<file path="src/rtl/image_pipe_pkg.sv">
// Shared types and constants for the image_pipe frame source.
// Holds pattern/state encodings and the 32-bit Galois LFSR helpers.
package image_pipe_pkg;

    typedef enum logic [1:0] {
        PAT_CNT,
        PAT_XY,
        PAT_LFSR,
        PAT_CONST
    } pattern_e;

    typedef enum logic [1:0] {
        IDLE,
        RUN,
        DONE
    } src_state_e;

    localparam logic [31:0] LFSR_TAPS = 32'h8020_0003;

    function automatic logic [31:0] lfsr_next(input logic [31:0] s);
        return (s >> 1) ^ (s[0] ? LFSR_TAPS : 32'h0);
    endfunction

    // An all-zero state would lock the LFSR, so seed 0 is promoted to 1.
    function automatic logic [31:0] lfsr_init(input logic [31:0] s);
        return (s == 32'h0) ? 32'h1 : s;
    endfunction

endpackage

</file>
<file path="src/rtl/image_pipe_lfsr32.sv">
// 32-bit Galois LFSR with synchronous load and single-step advance.
// Load has priority over step.
module image_pipe_lfsr32
    import image_pipe_pkg::*;
(
    input  logic        clk,
    input  logic        rst_n,
    input  logic        i_load,
    input  logic [31:0] i_seed,
    input  logic        i_step,
    output logic [31:0] o_state
);

    logic [31:0] r_state;

    always_ff @(posedge clk or negedge rst_n) begin
        if (!rst_n) begin
            r_state <= '0;
        end else if (i_load) begin
            r_state <= lfsr_init(i_seed);
        end else if (i_step) begin
            r_state <= lfsr_next(r_state);
        end
    end

    assign o_state = r_state;

endmodule

</file>
<file path="src/rtl/image_pipe_frame_src.sv">
// Frame transmitter: emits W*H pattern words on the im_* port with
// end-of-frame marking, busy back-pressure and abort.
module image_pipe_frame_src
    import image_pipe_pkg::*;
#(
    parameter int DW = 32,
    parameter int XW = 12
) (
    input  logic          clk,
    input  logic          rst_n,
    input  logic          start,
    input  logic [XW-1:0] frame_w,
    input  logic [XW-1:0] frame_h,
    input  logic [1:0]    pattern_sel,
    input  logic [31:0]   seed,
    input  logic          abort,
    output logic [DW-1:0] im_data_out,
    output logic          im_valid_out,
    output logic          im_end_out,
    input  logic          im_busy_in,
    output logic          active,
    output logic          done
);

    src_state_e    r_state;
    pattern_e      r_sel;
    logic [XW-1:0] r_w;
    logic [XW-1:0] r_h;
    logic [XW-1:0] r_x;
    logic [XW-1:0] r_y;
    logic [31:0]   r_seed;
    logic [DW-1:0] r_cnt;
    logic [DW-1:0] r_data;
    logic          r_valid;
    logic          r_end;
    logic          r_active;
    logic          r_done;

    logic          w_start;
    logic          w_xfer;
    logic          w_zero;
    pattern_e      w_sel_in;
    logic [XW-1:0] w_nx;
    logic [XW-1:0] w_ny;
    logic [DW-1:0] w_cnt_next;
    logic          w_end_next;
    logic          w_end_first;
    logic [DW-1:0] w_data_next;
    logic [DW-1:0] w_data_first;
    logic [31:0]   w_lfsr_state;

    assign w_start  = (r_state == IDLE) && start && !abort;
    assign w_xfer   = (r_state == RUN) && r_valid && !im_busy_in;
    assign w_zero   = (frame_w == '0) || (frame_h == '0);
    assign w_sel_in = pattern_e'(pattern_sel);
    assign w_end_first = (frame_w == XW'(1)) && (frame_h == XW'(1));

    image_pipe_lfsr32 u_lfsr (
        .clk     (clk),
        .rst_n   (rst_n),
        .i_load  (w_start),
        .i_seed  (seed),
        .i_step  (w_xfer && !abort),
        .o_state (w_lfsr_state)
    );

    always_comb begin
        w_data_first = '0;
        unique case (w_sel_in)
            PAT_CNT:   w_data_first = DW'(seed);
            PAT_XY:    w_data_first = '0;
            PAT_LFSR:  w_data_first = DW'(lfsr_init(seed));
            PAT_CONST: w_data_first = DW'(seed);
            default:   w_data_first = '0;
        endcase
    end

    // Coordinates and pattern of the word following the one on the port.
    always_comb begin
        w_nx = r_x + XW'(1);
        w_ny = r_y;
        if (r_x == r_w - XW'(1)) begin
            w_nx = '0;
            w_ny = r_y + XW'(1);
        end
        w_cnt_next  = r_cnt + DW'(1);
        w_end_next  = (w_nx == r_w - XW'(1)) && (w_ny == r_h - XW'(1));
        w_data_next = '0;
        unique case (r_sel)
            PAT_CNT:   w_data_next = w_cnt_next;
            PAT_XY:    w_data_next = DW'({16'(w_ny), 16'(w_nx)});
            PAT_LFSR:  w_data_next = DW'(lfsr_next(w_lfsr_state));
            PAT_CONST: w_data_next = DW'(r_seed);
            default:   w_data_next = '0;
        endcase
    end

    always_ff @(posedge clk or negedge rst_n) begin
        if (!rst_n) begin
            r_state  <= IDLE;
            r_sel    <= PAT_CNT;
            r_w      <= '0;
            r_h      <= '0;
            r_x      <= '0;
            r_y      <= '0;
            r_seed   <= '0;
            r_cnt    <= '0;
            r_data   <= '0;
            r_valid  <= 1'b0;
            r_end    <= 1'b0;
            r_active <= 1'b0;
            r_done   <= 1'b0;
        end else if (abort) begin
            r_state  <= IDLE;
            r_valid  <= 1'b0;
            r_end    <= 1'b0;
            r_active <= 1'b0;
            r_done   <= 1'b0;
        end else begin
            unique case (r_state)
                IDLE: begin
                    r_done <= 1'b0;
                    if (start) begin
                        r_w    <= frame_w;
                        r_h    <= frame_h;
                        r_sel  <= w_sel_in;
                        r_seed <= seed;
                        r_x    <= '0;
                        r_y    <= '0;
                        r_cnt  <= DW'(seed);
                        if (w_zero) begin
                            r_state <= DONE;
                            r_done  <= 1'b1;
                        end else begin
                            r_state  <= RUN;
                            r_active <= 1'b1;
                            r_valid  <= 1'b1;
                            r_data   <= w_data_first;
                            r_end    <= w_end_first;
                        end
                    end
                end
                RUN: begin
                    if (w_xfer) begin
                        if (r_end) begin
                            r_state  <= DONE;
                            r_valid  <= 1'b0;
                            r_end    <= 1'b0;
                            r_active <= 1'b0;
                            r_done   <= 1'b1;
                        end else begin
                            r_x    <= w_nx;
                            r_y    <= w_ny;
                            r_cnt  <= w_cnt_next;
                            r_data <= w_data_next;
                            r_end  <= w_end_next;
                        end
                    end
                end
                DONE: begin
                    r_done  <= 1'b0;
                    r_state <= IDLE;
                end
                default: r_state <= IDLE;
            endcase
        end
    end

    assign im_data_out  = r_data;
    assign im_valid_out = r_valid;
    assign im_end_out   = r_end;
    assign active       = r_active;
    assign done         = r_done;

endmodule

</file>
<file path="config.mk">
export PLATFORM = sky130hd
export DESIGN_NAME = image_pipe_frame_src
export DESIGN_NICKNAME = d
export VERILOG_FILES = /design/src/rtl/image_pipe_pkg.sv /design/src/rtl/image_pipe_lfsr32.sv /design/src/rtl/image_pipe_frame_src.sv
export SDC_FILE = /design/constraint.sdc
export NUM_CORES = 1
export LEC_CHECK = 0
export ABC_AREA = 1
export BUFFER_PORTS_ARGS = -buffer_cell sky130_fd_sc_hd__buf_4
export CAP_MARGIN = 10
export CORE_MARGIN = 1.5
export CORE_UTILIZATION = 61
export CTS_CLUSTER_DIAMETER = 30
export CTS_CLUSTER_SIZE = 40
export DETAILED_ROUTE_END_ITERATION = 12
export PLACE_DENSITY = 0.83
export RECOVER_POWER = 100
export SETUP_SLACK_MARGIN = 0.02
export SYNTH_ARGS = -nofsm -noshare
export SYNTH_HDL_FRONTEND = slang
export SYNTH_HIERARCHICAL = 1
export SYNTH_SLANG_ARGS = --single-unit
</file>
<file path="constraint.sdc">
create_clock -name clk -period 3.2 [get_ports clk]
set_input_delay 0.48 -clock clk [delete_from_list [all_inputs] [get_ports clk]]
set_output_delay 0.48 -clock clk [all_outputs]
set_load 0.05 [all_outputs]
</file>
==> run summary <==
Vias in the first global route -> 10.96k
# hold bufs at CTS -> 0
Slew Viols, Final -> 181
Commonest cells in the netlist -> nand2_1 (380), nor2_1 (188), dfrtp_1 (183)
Leakage -> 6.150 nW
Worst EP arrival -> 3270 ps
Area fraction of the dominant cell type after synthesis -> 39.68%
Crit-path max cell delay -> 470 ps
Clock tree buffer depth -> 2
DP HPWL -> 25.97 mm
Primary FF master, synth -> dfrtp_1
Reg2Reg Setup Slack -> 220 ps
Num ports -> 99
RSZ-0062 raised after global routing -> no
Sum of negative setup slack -> 0 ps
Die width -> 140.6 µm
CP startpoint kind -> flip-flop
Worst path bufs/invs -> 4
Initial antenna violation count -> 0
ANT cells -> 0
Cell Pwr Density -> 817.9 nW/µm²
Reg-to-Reg Start -> r_state[1]
Worst-path clk slew -> 80 ps
Slew Limit Headroom -> -21.96%
Post-synth EDFFs -> 0
Status -> finished with violations
Clock Skews -> 12.18 ps
Crit path kind -> flip-flop to flip-flop
Synth warnings -> 6
DRC Markers -> 0
Number of DRC markers in iteration 0 -> 1408
DIE HEIGHT -> 140.6 µm
Failing checks -> capacitance limit, slew limit
Port-buffer cells -> 98
Worst-path maximum fanout -> 42
Placer congestion estimate -> 0.9413
Maxcap violations -> 2
Rows -> 50
H-tree levels -> 4
Worst EP required -> 3490 ps
Worst-Margin Slew -> 1829 ps
Hold Path Origin -> frame_h[2]
Mapped cell area -> 11540 µm²
Routed WL -> 36.46 mm
CTS root buffer -> clkbuf_16
Final setup violation count -> 0
TritonCTS Buffers -> 17
Reg2reg path depth -> 11
First-pass GRT wire length -> 57.82 mm
R2r endpoint -> r_cnt[13]
Fmax -> 335.7 MHz
Syn nets -> 1686
Die area -> 19750 µm²
Hold/Removal Path Class -> input pin to flip-flop
Min Tclk post-route -> 2979 ps
Yosys top cell by area -> dfrtp_1
Share of cells above drive strength 1 -> 10.57%
Core Area -> 18640 µm²
Most frequent cell after synthesis -> nand2_1
Synth top area cells -> dfrtp_1 (40%), nand2_1 (12%), nor2_1 (6.1%)
Final #Nets -> 1762
Async SR Flop Fraction -> 100.0%
Synthesis-stage register bit count -> 183
Sequential fraction of the synthesis area -> 39.68%
Library cells used by synthesis -> 51
Global route overflow -> 0
Critical path's top delay family -> buffers and inverters
Hold slack -> 241.3 ps
Avg WL per Cell -> 18.82 µm
Largest net degree at the start of global routing -> 111
Global-route usage over all layers -> 37.51%
Hold depth -> 3
Period utilization -> 93.09%
Avg Inst Size Synth -> 7.151 µm²
Cell Chain, Critical Path -> inv_1, ha_1, nand2_1, nor2_1, a21oi_1, nor3_1, o21ai_0, buf_4, inv_2, clkbuf_2, o221ai_1
Drt via density -> 6.119
Layout Area Growth over Synthesis -> 12.19%
Clock sink count -> 183
Peak supply drop -> 569.4 µV
Clk_lat worst skew -> 440 ps
Endpoint class of the critical path -> flip-flop
Hold endpoint -> r_h[2]
Synth Instances -> 1614
CP max-delay cell -> inv_2
Routed vias -> 11.85k
Initial Utilization -> 61.91%
CTS tree -> yes
Detail Route Antenna Nets -> 0
Drt first pass iters -> 6
Final Hold Viols -> 0
-- registers in the layout (all words and copies together), names as in the netlist --
signal and flops:
done 1, r_state 2, r_cnt 32, active 1
r_y 12, r_x 12, r_w 12, r_h 12
r_sel 2, u_lfsr/o_state 32, r_seed 32, im_data_out 32
im_end_out 1
-- worst max path at each step --
stage | start | end | slack, ps | cells after the start
detailed placement | r_w[1] | im_end_out | 170 | 23
global placement | r_w[1] | im_end_out | 200 | 21
global route | r_cnt[0] | im_data_out[30] | 20 | 16
finish | r_state[1] | r_cnt[13] | 220 | 11
floorplan | r_w[0] | im_end_out | 690 | 24
CTS | r_w[1] | im_end_out | 140 | 22
-- cell families after synthesis --
kind of cell | count (synthesis) | share of synthesized area, %
flops | 183 | 39.68
xor+xnor | 57 | 4.510
fa+ha+maj | 9 | 0.9757
simple gates | 758 | 28.48
buf+inv | 258 | 8.890
compound gates | 349 | 17.47
-- worst register-to-register path, cell delays in order (launching register included) --
cell and delay [ps]:
dfrtp_1 360, inv_1 90, ha_1 200, nand2_1 60, nor2_1 170, a21oi_1 110, nor3_1 210, o21ai_0 260
buf_4 350, inv_2 480, clkbuf_2 390, o221ai_1 160
-- metal layers --
| layer | share of wire, % | track usage (%) | routed length [µm] | vias to the layer above |
|---|---|---|---|---|
| li1 | - | - | - | 5499 |
| met1 | 41 | 51.40 | 14900 | 5519 |
| met2 | 45 | 58.96 | 16520 | 713 |
| met3 | 9.8 | 7.761 | 3558 | 121 |
| met4 | 4.1 | 14.31 | 1484 | 0 |
| met5 | 0 | 0 | 0 | - |
-- stage by stage --
step | utilization (%) | cell area, µm² | setup WS [ps] | power (mW) | std cells
3_3_place_gp | 66.94 | 12480 | 200.9 | 8.354 | 1902
5_1_grt | 69.45 | 12950 | 22.28 | 11.18 | 1937
4_1_cts | 70.14 | 13080 | 139.2 | 10.66 | 1934
2_1_floorplan | - | 11540 | 687.5 | 6.994 | 1614
3_5_place_dp | 66.94 | 12480 | 174.6 | 8.457 | 1902
6_report | 69.45 | 12950 | 221.0 | 10.59 | 1937
-- report_power, final --
group	switching (mW)	internal, mW	total (mW)
Clock	1.04	1.14	2.18
Combinational	3.23	1.33	4.56
Sequential	0.751	3.10	3.85
Total	5.02	5.57	10.6
-- cells in the final DEF, fill, tap and decap left out, drive strengths merged, types with 8 or more instances in the layout --
cell type	netlist	final
a21oi	102	102
a22oi	10	10
a31oi	22	22
buf	15	82
clkbuf	57	63
dfrtp	183	183
ha	9	9
inv	184	193
nand2	406	406
nand3	92	94
nand4	29	29
nor2	203	203
nor3	17	17
o211ai	16	16
o21ai	130	130
o221ai	8	8
o22ai	34	34
xnor2	13	13
xor2	43	43
-- area by class of cell --
cell class	count	area (µm²)
clock inverter	14	157.7
tap	234	292.8
inverter	186	698.2
fill	1631	5695
multi-input combinational	1175	5976
clock buffer	18	439.2
sequential	183	4579
timing repair buffer	127	804.5
-- what timing repair did --
item                                    in CTS  in global routing
endpoints found under the setup margin       0                  6
setup buffers                                0                  1
gates resized for setup                      0                  5
No activity file was read; power rests on OpenSTA's default activity.
